**config.mk**
```make
export PLATFORM = sky130hd
export DESIGN_NAME = power_domain_sequencer
export DESIGN_NICKNAME = d
export VERILOG_FILES = /design/src/rtl/power_pkg.sv /design/src/rtl/power_seq_rr_arbiter.sv /design/src/rtl/power_domain_sequencer.sv
export SDC_FILE = /design/constraint.sdc
export NUM_CORES = 1
export LEC_CHECK = 0
export ABC_AREA = 0
export CAP_MARGIN = 20
export CORE_MARGIN = 2
export CORE_UTILIZATION = 56
export CTS_BUF_LIST = sky130_fd_sc_hd__clkbuf_8 sky130_fd_sc_hd__clkbuf_16
export DETAILED_ROUTE_END_ITERATION = 12
export PLACE_DENSITY = 0.77
export SYNTH_ARGS = -nofsm -noshare
export SYNTH_HDL_FRONTEND = slang
export SYNTH_HIERARCHICAL = 1
export SYNTH_SLANG_ARGS = --single-unit
export TNS_END_PERCENT = 1
```
**constraint.sdc**
```tcl
create_clock -name clk_i -period 4.8 [get_ports clk_i]
set_clock_uncertainty 0.2 [all_clocks]
set_input_delay 1.2 -clock clk_i [delete_from_list [all_inputs] [get_ports clk_i]]
set_output_delay 1.2 -clock clk_i [all_outputs]
set_load 0.05 [all_outputs]
```
**src/rtl/power_pkg.sv**
```systemverilog
// Shared types and defaults for the power-domain sequencer.
package power_pkg;

    localparam int unsigned PD_NUM_CORES_DEFAULT   = 4;
    localparam int unsigned PD_STEP_CYCLES_DEFAULT = 2;
    localparam int unsigned PD_ACK_TIMEOUT_DEFAULT = 256;
    localparam int unsigned PD_STEP_CNT_W          = 8;
    localparam int unsigned PD_TMO_CNT_W           = 16;

    typedef enum logic [3:0] {
        SEQ_IDLE,
        SEQ_CLK_OFF,
        SEQ_ISO_ON,
        SEQ_SAVE,
        SEQ_PWR_OFF,
        SEQ_PWR_ON,
        SEQ_RESTORE,
        SEQ_ISO_OFF,
        SEQ_CLK_ON
    } pd_seq_state_t;

endpackage

```
**src/rtl/power_seq_rr_arbiter.sv**
```systemverilog
// Round-robin pick of one requesting core, searching upward from ptr_i with wrap.
module power_seq_rr_arbiter #(
    parameter int unsigned NUM_CORES = 4
) (
    input  logic [NUM_CORES-1:0]         req_i,
    input  logic [$clog2(NUM_CORES)-1:0] ptr_i,
    output logic [NUM_CORES-1:0]         gnt_o,
    output logic [$clog2(NUM_CORES)-1:0] idx_o
);

    localparam int unsigned IW = $clog2(NUM_CORES);

    // Scan farthest-first so the candidate nearest the pointer is written last.
    always_comb begin
        int unsigned c;
        c     = 0;
        gnt_o = '0;
        idx_o = '0;
        for (int k = int'(NUM_CORES) - 1; k >= 0; k--) begin
            c = (32'(ptr_i) + 32'(k)) % NUM_CORES;
            if (req_i[c]) begin
                gnt_o = NUM_CORES'(1) << c;
                idx_o = IW'(c);
            end
        end
    end

endmodule

```
**src/rtl/power_domain_sequencer.sv**
```systemverilog
// Serialised per-core power-down/power-up sequencer with round-robin grant.
// Optional retention save/restore steps: define POWER_SEQ_RETENTION_EN.
module power_domain_sequencer
    import power_pkg::*;
#(
    parameter int unsigned NUM_CORES   = PD_NUM_CORES_DEFAULT,
    parameter int unsigned STEP_CYCLES = PD_STEP_CYCLES_DEFAULT,
    parameter int unsigned ACK_TIMEOUT = PD_ACK_TIMEOUT_DEFAULT
) (
    input  logic                         clk_i,
    input  logic                         rst_i,
    input  logic [NUM_CORES-1:0]         sleep_req_i,
    input  logic [NUM_CORES-1:0]         wake_req_i,
    input  logic [NUM_CORES-1:0]         pwr_ack_i,
    input  logic                         err_clr_i,
    output logic [NUM_CORES-1:0]         clk_en_o,
    output logic [NUM_CORES-1:0]         iso_en_o,
    output logic [NUM_CORES-1:0]         ret_save_o,
    output logic [NUM_CORES-1:0]         ret_restore_o,
    output logic [NUM_CORES-1:0]         pwr_en_o,
    output logic [NUM_CORES-1:0]         domain_on_o,
    output logic                         busy_o,
    output logic [$clog2(NUM_CORES)-1:0] seq_core_o,
    output logic                         done_o,
    output logic [NUM_CORES-1:0]         err_timeout_o
);

    localparam int unsigned IW = $clog2(NUM_CORES);

    pd_seq_state_t            state_q;
    logic [IW-1:0]            rr_ptr_q;
    logic [PD_STEP_CNT_W-1:0] step_cnt_q;
    logic [PD_TMO_CNT_W-1:0]  tmo_cnt_q;

    logic [NUM_CORES-1:0] wake_elig_c, sleep_elig_c, wake_gnt_c, sleep_gnt_c;
    logic [IW-1:0]        wake_idx_c, sleep_idx_c, gnt_idx_c, ptr_next_c;
    logic                 wake_any_c, sleep_any_c, step_last_c, tmo_last_c, ack_c;

    assign wake_elig_c  = wake_req_i & ~domain_on_o;
    assign sleep_elig_c = sleep_req_i & domain_on_o & ~wake_req_i;

    power_seq_rr_arbiter #(.NUM_CORES(NUM_CORES)) u_wake_arb (
        .req_i (wake_elig_c),
        .ptr_i (rr_ptr_q),
        .gnt_o (wake_gnt_c),
        .idx_o (wake_idx_c)
    );

    power_seq_rr_arbiter #(.NUM_CORES(NUM_CORES)) u_sleep_arb (
        .req_i (sleep_elig_c),
        .ptr_i (rr_ptr_q),
        .gnt_o (sleep_gnt_c),
        .idx_o (sleep_idx_c)
    );

    assign wake_any_c  = |wake_gnt_c;
    assign sleep_any_c = |sleep_gnt_c;
    assign gnt_idx_c   = wake_any_c ? wake_idx_c : sleep_idx_c;
    assign ptr_next_c  = (32'(gnt_idx_c) == NUM_CORES - 1) ? '0 : gnt_idx_c + IW'(1);
    assign step_last_c = (step_cnt_q == PD_STEP_CNT_W'(STEP_CYCLES - 1));
    assign tmo_last_c  = (tmo_cnt_q == PD_TMO_CNT_W'(ACK_TIMEOUT - 1));
    assign ack_c       = pwr_ack_i[seq_core_o];

`ifndef POWER_SEQ_RETENTION_EN
    assign ret_save_o    = '0;
    assign ret_restore_o = '0;
`endif

    always_ff @(posedge clk_i) begin
        if (rst_i) begin
            state_q       <= SEQ_IDLE;
            rr_ptr_q      <= '0;
            step_cnt_q    <= '0;
            tmo_cnt_q     <= '0;
            clk_en_o      <= '1;
            pwr_en_o      <= '1;
            domain_on_o   <= '1;
            iso_en_o      <= '0;
`ifdef POWER_SEQ_RETENTION_EN
            ret_save_o    <= '0;
            ret_restore_o <= '0;
`endif
            err_timeout_o <= '0;
            busy_o        <= 1'b0;
            done_o        <= 1'b0;
            seq_core_o    <= '0;
        end else begin
            done_o     <= 1'b0;
            step_cnt_q <= step_cnt_q + PD_STEP_CNT_W'(1);
            tmo_cnt_q  <= tmo_cnt_q + PD_TMO_CNT_W'(1);
            // A timeout flag set below overrides a same-cycle clear.
            if (err_clr_i) err_timeout_o <= '0;
            case (state_q)
                SEQ_IDLE: begin
                    step_cnt_q <= '0;
                    tmo_cnt_q  <= '0;
                    if (wake_any_c || sleep_any_c) begin
                        busy_o     <= 1'b1;
                        seq_core_o <= gnt_idx_c;
                        rr_ptr_q   <= ptr_next_c;
                        if (wake_any_c) begin
                            state_q              <= SEQ_PWR_ON;
                            pwr_en_o[wake_idx_c] <= 1'b1;
                        end else begin
                            state_q               <= SEQ_CLK_OFF;
                            clk_en_o[sleep_idx_c] <= 1'b0;
                        end
                    end
                end
                SEQ_CLK_OFF: if (step_last_c) begin
                    state_q              <= SEQ_ISO_ON;
                    iso_en_o[seq_core_o] <= 1'b1;
                    step_cnt_q           <= '0;
                    tmo_cnt_q            <= '0;
                end
                SEQ_ISO_ON: if (step_last_c) begin
`ifdef POWER_SEQ_RETENTION_EN
                    state_q                <= SEQ_SAVE;
                    ret_save_o[seq_core_o] <= 1'b1;
`else
                    state_q              <= SEQ_PWR_OFF;
                    pwr_en_o[seq_core_o] <= 1'b0;
`endif
                    step_cnt_q <= '0;
                    tmo_cnt_q  <= '0;
                end
`ifdef POWER_SEQ_RETENTION_EN
                SEQ_SAVE: if (step_last_c) begin
                    state_q                <= SEQ_PWR_OFF;
                    ret_save_o[seq_core_o] <= 1'b0;
                    pwr_en_o[seq_core_o]   <= 1'b0;
                    step_cnt_q             <= '0;
                    tmo_cnt_q              <= '0;
                end
                SEQ_RESTORE: if (step_last_c) begin
                    state_q                   <= SEQ_ISO_OFF;
                    ret_restore_o[seq_core_o] <= 1'b0;
                    iso_en_o[seq_core_o]      <= 1'b0;
                    step_cnt_q                <= '0;
                    tmo_cnt_q                 <= '0;
                end
`endif
                SEQ_PWR_OFF: if (!ack_c || tmo_last_c) begin
                    if (ack_c) err_timeout_o[seq_core_o] <= 1'b1;
                    state_q                 <= SEQ_IDLE;
                    domain_on_o[seq_core_o] <= 1'b0;
                    busy_o                  <= 1'b0;
                    done_o                  <= 1'b1;
                    step_cnt_q              <= '0;
                    tmo_cnt_q               <= '0;
                end
                SEQ_PWR_ON: if (ack_c || tmo_last_c) begin
                    if (!ack_c) err_timeout_o[seq_core_o] <= 1'b1;
`ifdef POWER_SEQ_RETENTION_EN
                    state_q                   <= SEQ_RESTORE;
                    ret_restore_o[seq_core_o] <= 1'b1;
`else
                    state_q              <= SEQ_ISO_OFF;
                    iso_en_o[seq_core_o] <= 1'b0;
`endif
                    step_cnt_q <= '0;
                    tmo_cnt_q  <= '0;
                end
                SEQ_ISO_OFF: if (step_last_c) begin
                    state_q              <= SEQ_CLK_ON;
                    clk_en_o[seq_core_o] <= 1'b1;
                    step_cnt_q           <= '0;
                    tmo_cnt_q            <= '0;
                end
                SEQ_CLK_ON: if (step_last_c) begin
                    state_q                 <= SEQ_IDLE;
                    domain_on_o[seq_core_o] <= 1'b1;
                    busy_o                  <= 1'b0;
                    done_o                  <= 1'b1;
                    step_cnt_q              <= '0;
                    tmo_cnt_q               <= '0;
                end
                default: begin
                    state_q    <= SEQ_IDLE;
                    busy_o     <= 1'b0;
                    step_cnt_q <= '0;
                    tmo_cnt_q  <= '0;
                end
            endcase
        end
    end

endmodule

```
* Yosys cells after proc, flatten, opt, wreduce, memory -nomap -nowiden *
Index checks and enable logic that the tools add are counted.

word-level totals
  register bits after elaboration = 54
  bits of input ports = 15
  output and inout bits = 32

cells by class
  $add $sub $neg = 6
  $lt $le $gt $ge = 10
  equal/unequal tests = 18
  shift-type cells = 4
  multiplexer cells = 87
  bitwise logic cells = 17
  reduce and logical (&&, ||, !) cells = 23

operators with widths
  kind                                                         count
  two-way mux 4 bit                                            31
  two-way mux 16 bit                                           3
  one-hot mux 16 bit (3 select lines)                          1
  one-hot mux 4 bit (2 select lines)                           5
  bitwise AND 4 bit                                            7
  one-hot mux 4 bit (7 select lines)                           1
  two-way mux 8 bit                                            3
  one-hot mux 8 bit (3 select lines)                           1
  less-than comparator 2 x 3 -> 1 bit (second input constant)  7
  two-way mux 2 bit                                            10
  bitwise OR 4 bit                                             5
  binary-select mux 1 bit (select 2 bit)                       9
  != test 2 bit (second input constant)                        9
  two-way mux 1 bit                                            17
  adder 16 x 1 -> 16 bit (second input constant)               1
  equality test 16 x 8 -> 1 bit (second input constant)        1
  NOT 4 bit                                                    4
  OR reduction 4 bit                                           4
  left shift 1 x 2 -> 4 bit (first input constant)             4
  equality test 4 x 3 -> 1 bit (second input constant)         3
  AND reduction 4 bit                                          3
  adder 8 x 1 -> 8 bit (second input constant)                 1
  equality test 8 x 1 -> 1 bit (second input constant)         1
  nonzero test 2 bit                                           4
  19 further kinds                                             30

* Depth between registers and ports, before layout *
  depth after elaboration = 17
  depth in mapped cells = 14
  mapped depth without buffers = 11

* Cells and area by module *
Netlist, hierarchy kept.

by module, submodules not included
  module                  instances  cells each  area each (sq um)  sequential area each (sq um)
  power_domain_sequencer  1          309         2643.8             1081.0
  power_seq_rr_arbiter    2          60          490.5              0.0

* Worst setup path before layout *
Ideal clock, no wire load.

  kind = input to register
  from = input port wake_req_i[3]
  to = register clk_en_o[3]
  setup time = 0.122 ns
  arrival time = 3.717 ns
  required time = 4.478 ns
  path slack = 0.761 ns
  stages = 10
  cells stage by stage = nor2b_1 mux4_1 and2b_2 a22oi_1 a31oi_1 or4_1 clkbuf_1 nor3_2 nand3_1 a221o_1

RTL lines
  element                                  line                           source
  start, declared                          power_domain_sequencer.sv:13   input logic [NUM_CORES-1:0] wake_req_i,
  bitwise AND 4 bit *                      power_domain_sequencer.sv:39   assign wake_elig_c = wake_req_i & ~domain_on_o;
  binary-select mux 1 bit (select 2 bit)   power_seq_rr_arbiter.sv:21     if (req_i[c]) begin
  two-way mux 1 bit (not written as such)  power_seq_rr_arbiter.sv:21
  two-way mux 4 bit (3 in a row)           power_seq_rr_arbiter.sv:21
  two-way mux 4 bit *                      power_seq_rr_arbiter.sv:21
  via wake_gnt_c[0]                        power_domain_sequencer.sv:35   logic [NUM_CORES-1:0] wake_elig_c, sleep_elig_c, wake_gnt_c, sleep_gnt_c;
  OR reduction 4 bit *                     power_domain_sequencer.sv:56   assign wake_any_c = |wake_gnt_c;
  logical OR 1 bit                         power_domain_sequencer.sv:97   if (wake_any_c || sleep_any_c) begin
  != test 2 bit (no line)                  -
  AND reduction 4 bit (no line) *          -
  end signal, assigned                     power_domain_sequencer.sv:75   clk_en_o <= '1;
  end signal, assigned by index            power_domain_sequencer.sv:106  clk_en_o[sleep_idx_c] <= 1'b0;
  end signal, assigned by index            power_domain_sequencer.sv:166  clk_en_o[seq_core_o] <= 1'b1;
  end, declared                            power_domain_sequencer.sv:16   output logic [NUM_CORES-1:0] clk_en_o,

The timed path passes the listed nets; every way through them passes the cells marked *. The select of a mux whose other input is x is not followed.
A chain may end at the register's enable or synchronous reset.

* Worst setup path after layout *
  from = input port wake_req_i[3]
  to = register clk_en_o[3]

RTL lines
  element                                  line
  bitwise AND 4 bit *                      power_domain_sequencer.sv:39
  via wake_elig_c[3]                       power_domain_sequencer.sv:35
  binary-select mux 1 bit (select 2 bit)   power_seq_rr_arbiter.sv:21
  two-way mux 1 bit (not written as such)  power_seq_rr_arbiter.sv:21
  two-way mux 4 bit (3 in a row)           power_seq_rr_arbiter.sv:21
  two-way mux 4 bit *                      power_seq_rr_arbiter.sv:21
  via wake_gnt_c[0]                        power_domain_sequencer.sv:35
  OR reduction 4 bit *                     power_domain_sequencer.sv:56
  logical OR 1 bit                         power_domain_sequencer.sv:97
  != test 2 bit (no line)                  -
  AND reduction 4 bit (no line) *          -

Marks and branches as above.

==> metrics.txt <==
Max Buffers Root-to-Sink 2; routed vias 3268; outcome finished, final reports clean; first-pass GRT wire length ~14 mm; Logic pwr share a little under three fifths; Synth Cell Area roughly 3600 sq um; nets@finish between 400 and 500; Worst Setup SP wake_req_i[3]; Clock transition at path regs 0.10 ns; sequential share of the synthesized area approximately 30%; setup tns final 0 ns; Yosys reg bits 54; antenna-violating nets left 0; Final Setup Violations 0; Clk Tree Root Cell clkbuf_8; r2r startpoint rr_ptr_q[1]; CP endpoint kind flop; Crit path largest cell delay a little over 0.6 ns; row cnt 29; mux cell area share after synthesis between 8 and 9%; Tmin final ~4.4 ns; Sink Count 54; drt wl/cell 15.9 um; ANT cells 0; Max Cap Viol 0; Reg2Reg Setup Slack about 0.87 ns; vias in the first global route between 3000 and 4000; Worst Tran Pin Value a little over 0.9 ns; Int Pwr ~1.1 mW; final wirelength about 8.6 mm; Leakage Power ~1.5 nW; clock latency on the worst-skew pair just over 0.3 ns; Ports 47; compound-cell area share of the yosys netlist 16.3%; Worst Hold Class flop to flop; DR iter-0 viols between 200 and 300; initial antenna violation count 0; post-cts sizing count 0; Vias/cell 6.03; H-tree levels 2; post-synthesis xor/xnor area fraction between 6 and 7%; Post-Synth Adder-Cell Area under 10%; hold_sp tmo_cnt_q[0]; post-synthesis simple-gate area fraction 26.8%; Fmax achieved between 0.2 and 0.25 GHz; GRT overflow 0; iteration count of the initial detailed-routing pass 5; clock buffer count from CTS 5; TritonCTS clock tree yes; RSZ-0062 raised after global routing false; dominant synthesized flop cell dfxtp_1; critical setup path kind input pin to flop; Pwr per Cell Area ~500 nW/um^2; Die X 84.5 um; switching share of power 45.2%; synth warn 6; Die Ht between 80 and 90 um; Max VDD drop around 0.00030 V; Tcrit/Tclk final 91.7%; CP Launch Type input pin; GP Congestion roughly 0.91; ys async rst share 0%; Slew Limit Fails 0; critical-path cell list clkdlybuf4s50_1 > nor2b_1 > mux4_2 > and2b_2 > a22oi_1 > a31oi_1 > or4_1 > nor3_2 > nand3_1 > a221o_1; Sequential Power Share 28.6%; Post-CTS Setup Repair Bufs 0; area grow syn2layout 14.2%; clock share of power between 10% and 20%; Arr. time, crit path 4.41 ns; Post-synth EDFFs 0; Worst slew margin between 30% and 40%; post-detail-place hpwl between 6 and 7 mm; layout cell share with drive strength beyond 1 9.03%; Remaining DRCs 0; die area ~7000 sq um; Unique masters post-synth between 60 and 70; I/O Buffers 38; largest family of logic cells by synthesized area simple AND/OR/NAND/NOR gates; CP required between 4 and 5 ns; Total GRT Usage roughly a quarter; Final Hold Viols 0; Switch Pwr just over 900 uW; pin count of the biggest net entering global routing 26; CP Max Fanout 8; Synth Instances 429; Mean Syn Cell Area around 8.4 sq um; CP max stage cell or4_1; Core Footprint 6310 sq um; Initial Util between 50% and 60%; Post-CTS Hold Buffers 0; power consumption slightly above 2 mW
-- worst paths after layout --
path                       end  cells past startpoint
setup / recovery   clk_en_o[3]                     10
hold reg to reg   tmo_cnt_q[0]                      1
hold / removal    tmo_cnt_q[0]                      1
setup reg to reg   clk_en_o[3]                     10
-- Yosys cell counts (5+ instances only) --
| library cell | n | area (sq um) |
|---|---|---|
| nand3_1 | 14 | 70.1 |
| nand4_1 | 16 | 100 |
| xnor2_1 | 12 | 105 |
| nor2_1 | 57 | 214 |
| mux2_2 | 6 | 67.6 |
| a21oi_1 | 24 | 120 |
| clkbuf_1 | 6 | 22.5 |
| a31oi_1 | 7 | 43.8 |
| nor3b_1 | 5 | 37.5 |
| inv_1 | 14 | 52.6 |
| o21ai_0 | 13 | 65.1 |
| a22oi_1 | 6 | 45.0 |
| dfxtp_1 | 54 | 1080 |
| a211oi_1 | 5 | 37.5 |
| nor2b_1 | 17 | 106 |
| buf_4 | 8 | 60.1 |
| a221o_1 | 5 | 50.1 |
| nand2_1 | 28 | 105 |
| nor3_1 | 5 | 25.0 |
| mux2i_1 | 9 | 90.1 |
| nor4_1 | 6 | 37.5 |
| and3_1 | 5 | 31.3 |
| buf_6 | 5 | 56.3 |
| ha_1 | 19 | 238 |
| nand2b_1 | 6 | 37.5 |
| xor2_1 | 12 | 105 |
-- area by class of cell --
type	count	area, sq um
Tap cell	77	96.3
Fill cell	536	2180
Timing Repair Buffer	46	440
Clock inverter	3	48.8
Clock buffer	5	68.8
Sequential cell	54	1080
Multi-Input combinational cell	343	2350
Inverter	14	52.6
-- kinds of logic after synthesis --
| kind of cell | count (synthesis) |
|---|---|
| simple gates | 184 |
| xor+xnor | 25 |
| fa+ha+maj | 19 |
| compound gates | 86 |
| buf+inv | 39 |
| flops | 54 |
| other cells | 1 |
| mux | 21 |
-- cell usage in the layout (no fill, tap or decap), types with 4 or more instances in the layout --
cell,synthesis,layout
nor2_1,57,57
dfxtp_1,54,54
clkdlybuf4s50_1,0,38
nand2_1,28,28
a21oi_1,24,24
ha_1,19,19
nor2b_1,17,17
nand4_1,16,16
inv_1,14,14
nand3_1,14,14
o21ai_0,13,13
xor2_1,12,12
xnor2_1,12,12
mux2i_1,9,9
conb_1,1,8
buf_4,8,8
a31oi_1,7,7
nor4_1,6,6
nand2b_1,6,6
mux2_2,6,6
a22oi_1,6,6
nor3_1,5,5
nor3b_1,5,5
and3_1,5,5
a221o_1,5,5
a211oi_1,5,5
clkbuf_8,0,5
or4_1,4,4
a21o_1,4,4
-- metal layers --
layer | wire, um | global-route usage, % | vias up
li1 | - | - | 1612
met1 | 3750 | 31.8 | 1510
met2 | 4240 | 42.8 | 130
met3 | 480 | 3.05 | 16
met4 | 163 | 7.94 | 0
met5 | 0 | 0 | -
-- power groups by stage --
stage,sequential [mW],clock (mW),combinational [mW]
floorplan,0.637,0,0.786
global placement,0.590,0,1.09
detailed placement,0.590,0,1.11
CTS,0.580,0.325,1.12
global route,0.591,0.343,1.23
finish,0.581,0.320,1.13
-- worst max-delay path: cells and delay by family --
kind / cells / cell delay, ns
AOI/OAI and AO/OA: 3 / 0.69
muxes: 1 / 0.44
and+or+nand+nor: 5 / 1.62
buffers and inverters: 1 / 0.46
-- through the flow --
stage / area (sq um) / utilization (%) / std cells / worst slack, ns / hold WS, ns
2_1_floorplan: 3650 / - / 436 / 0.761 / 0.229
4_1_cts: 4140 / 65.5 / 542 / 0.479 / 0.286
5_1_grt: 4140 / 65.5 / 542 / 0.209 / 0.309
6_report: 4140 / 65.5 / 542 / 0.397 / 0.285
3_3_place_gp: 4020 / 63.7 / 534 / 0.201 / 0.244
3_5_place_dp: 4020 / 63.7 / 534 / 0.140 / 0.261
Power figures use the tool's default switching activity.
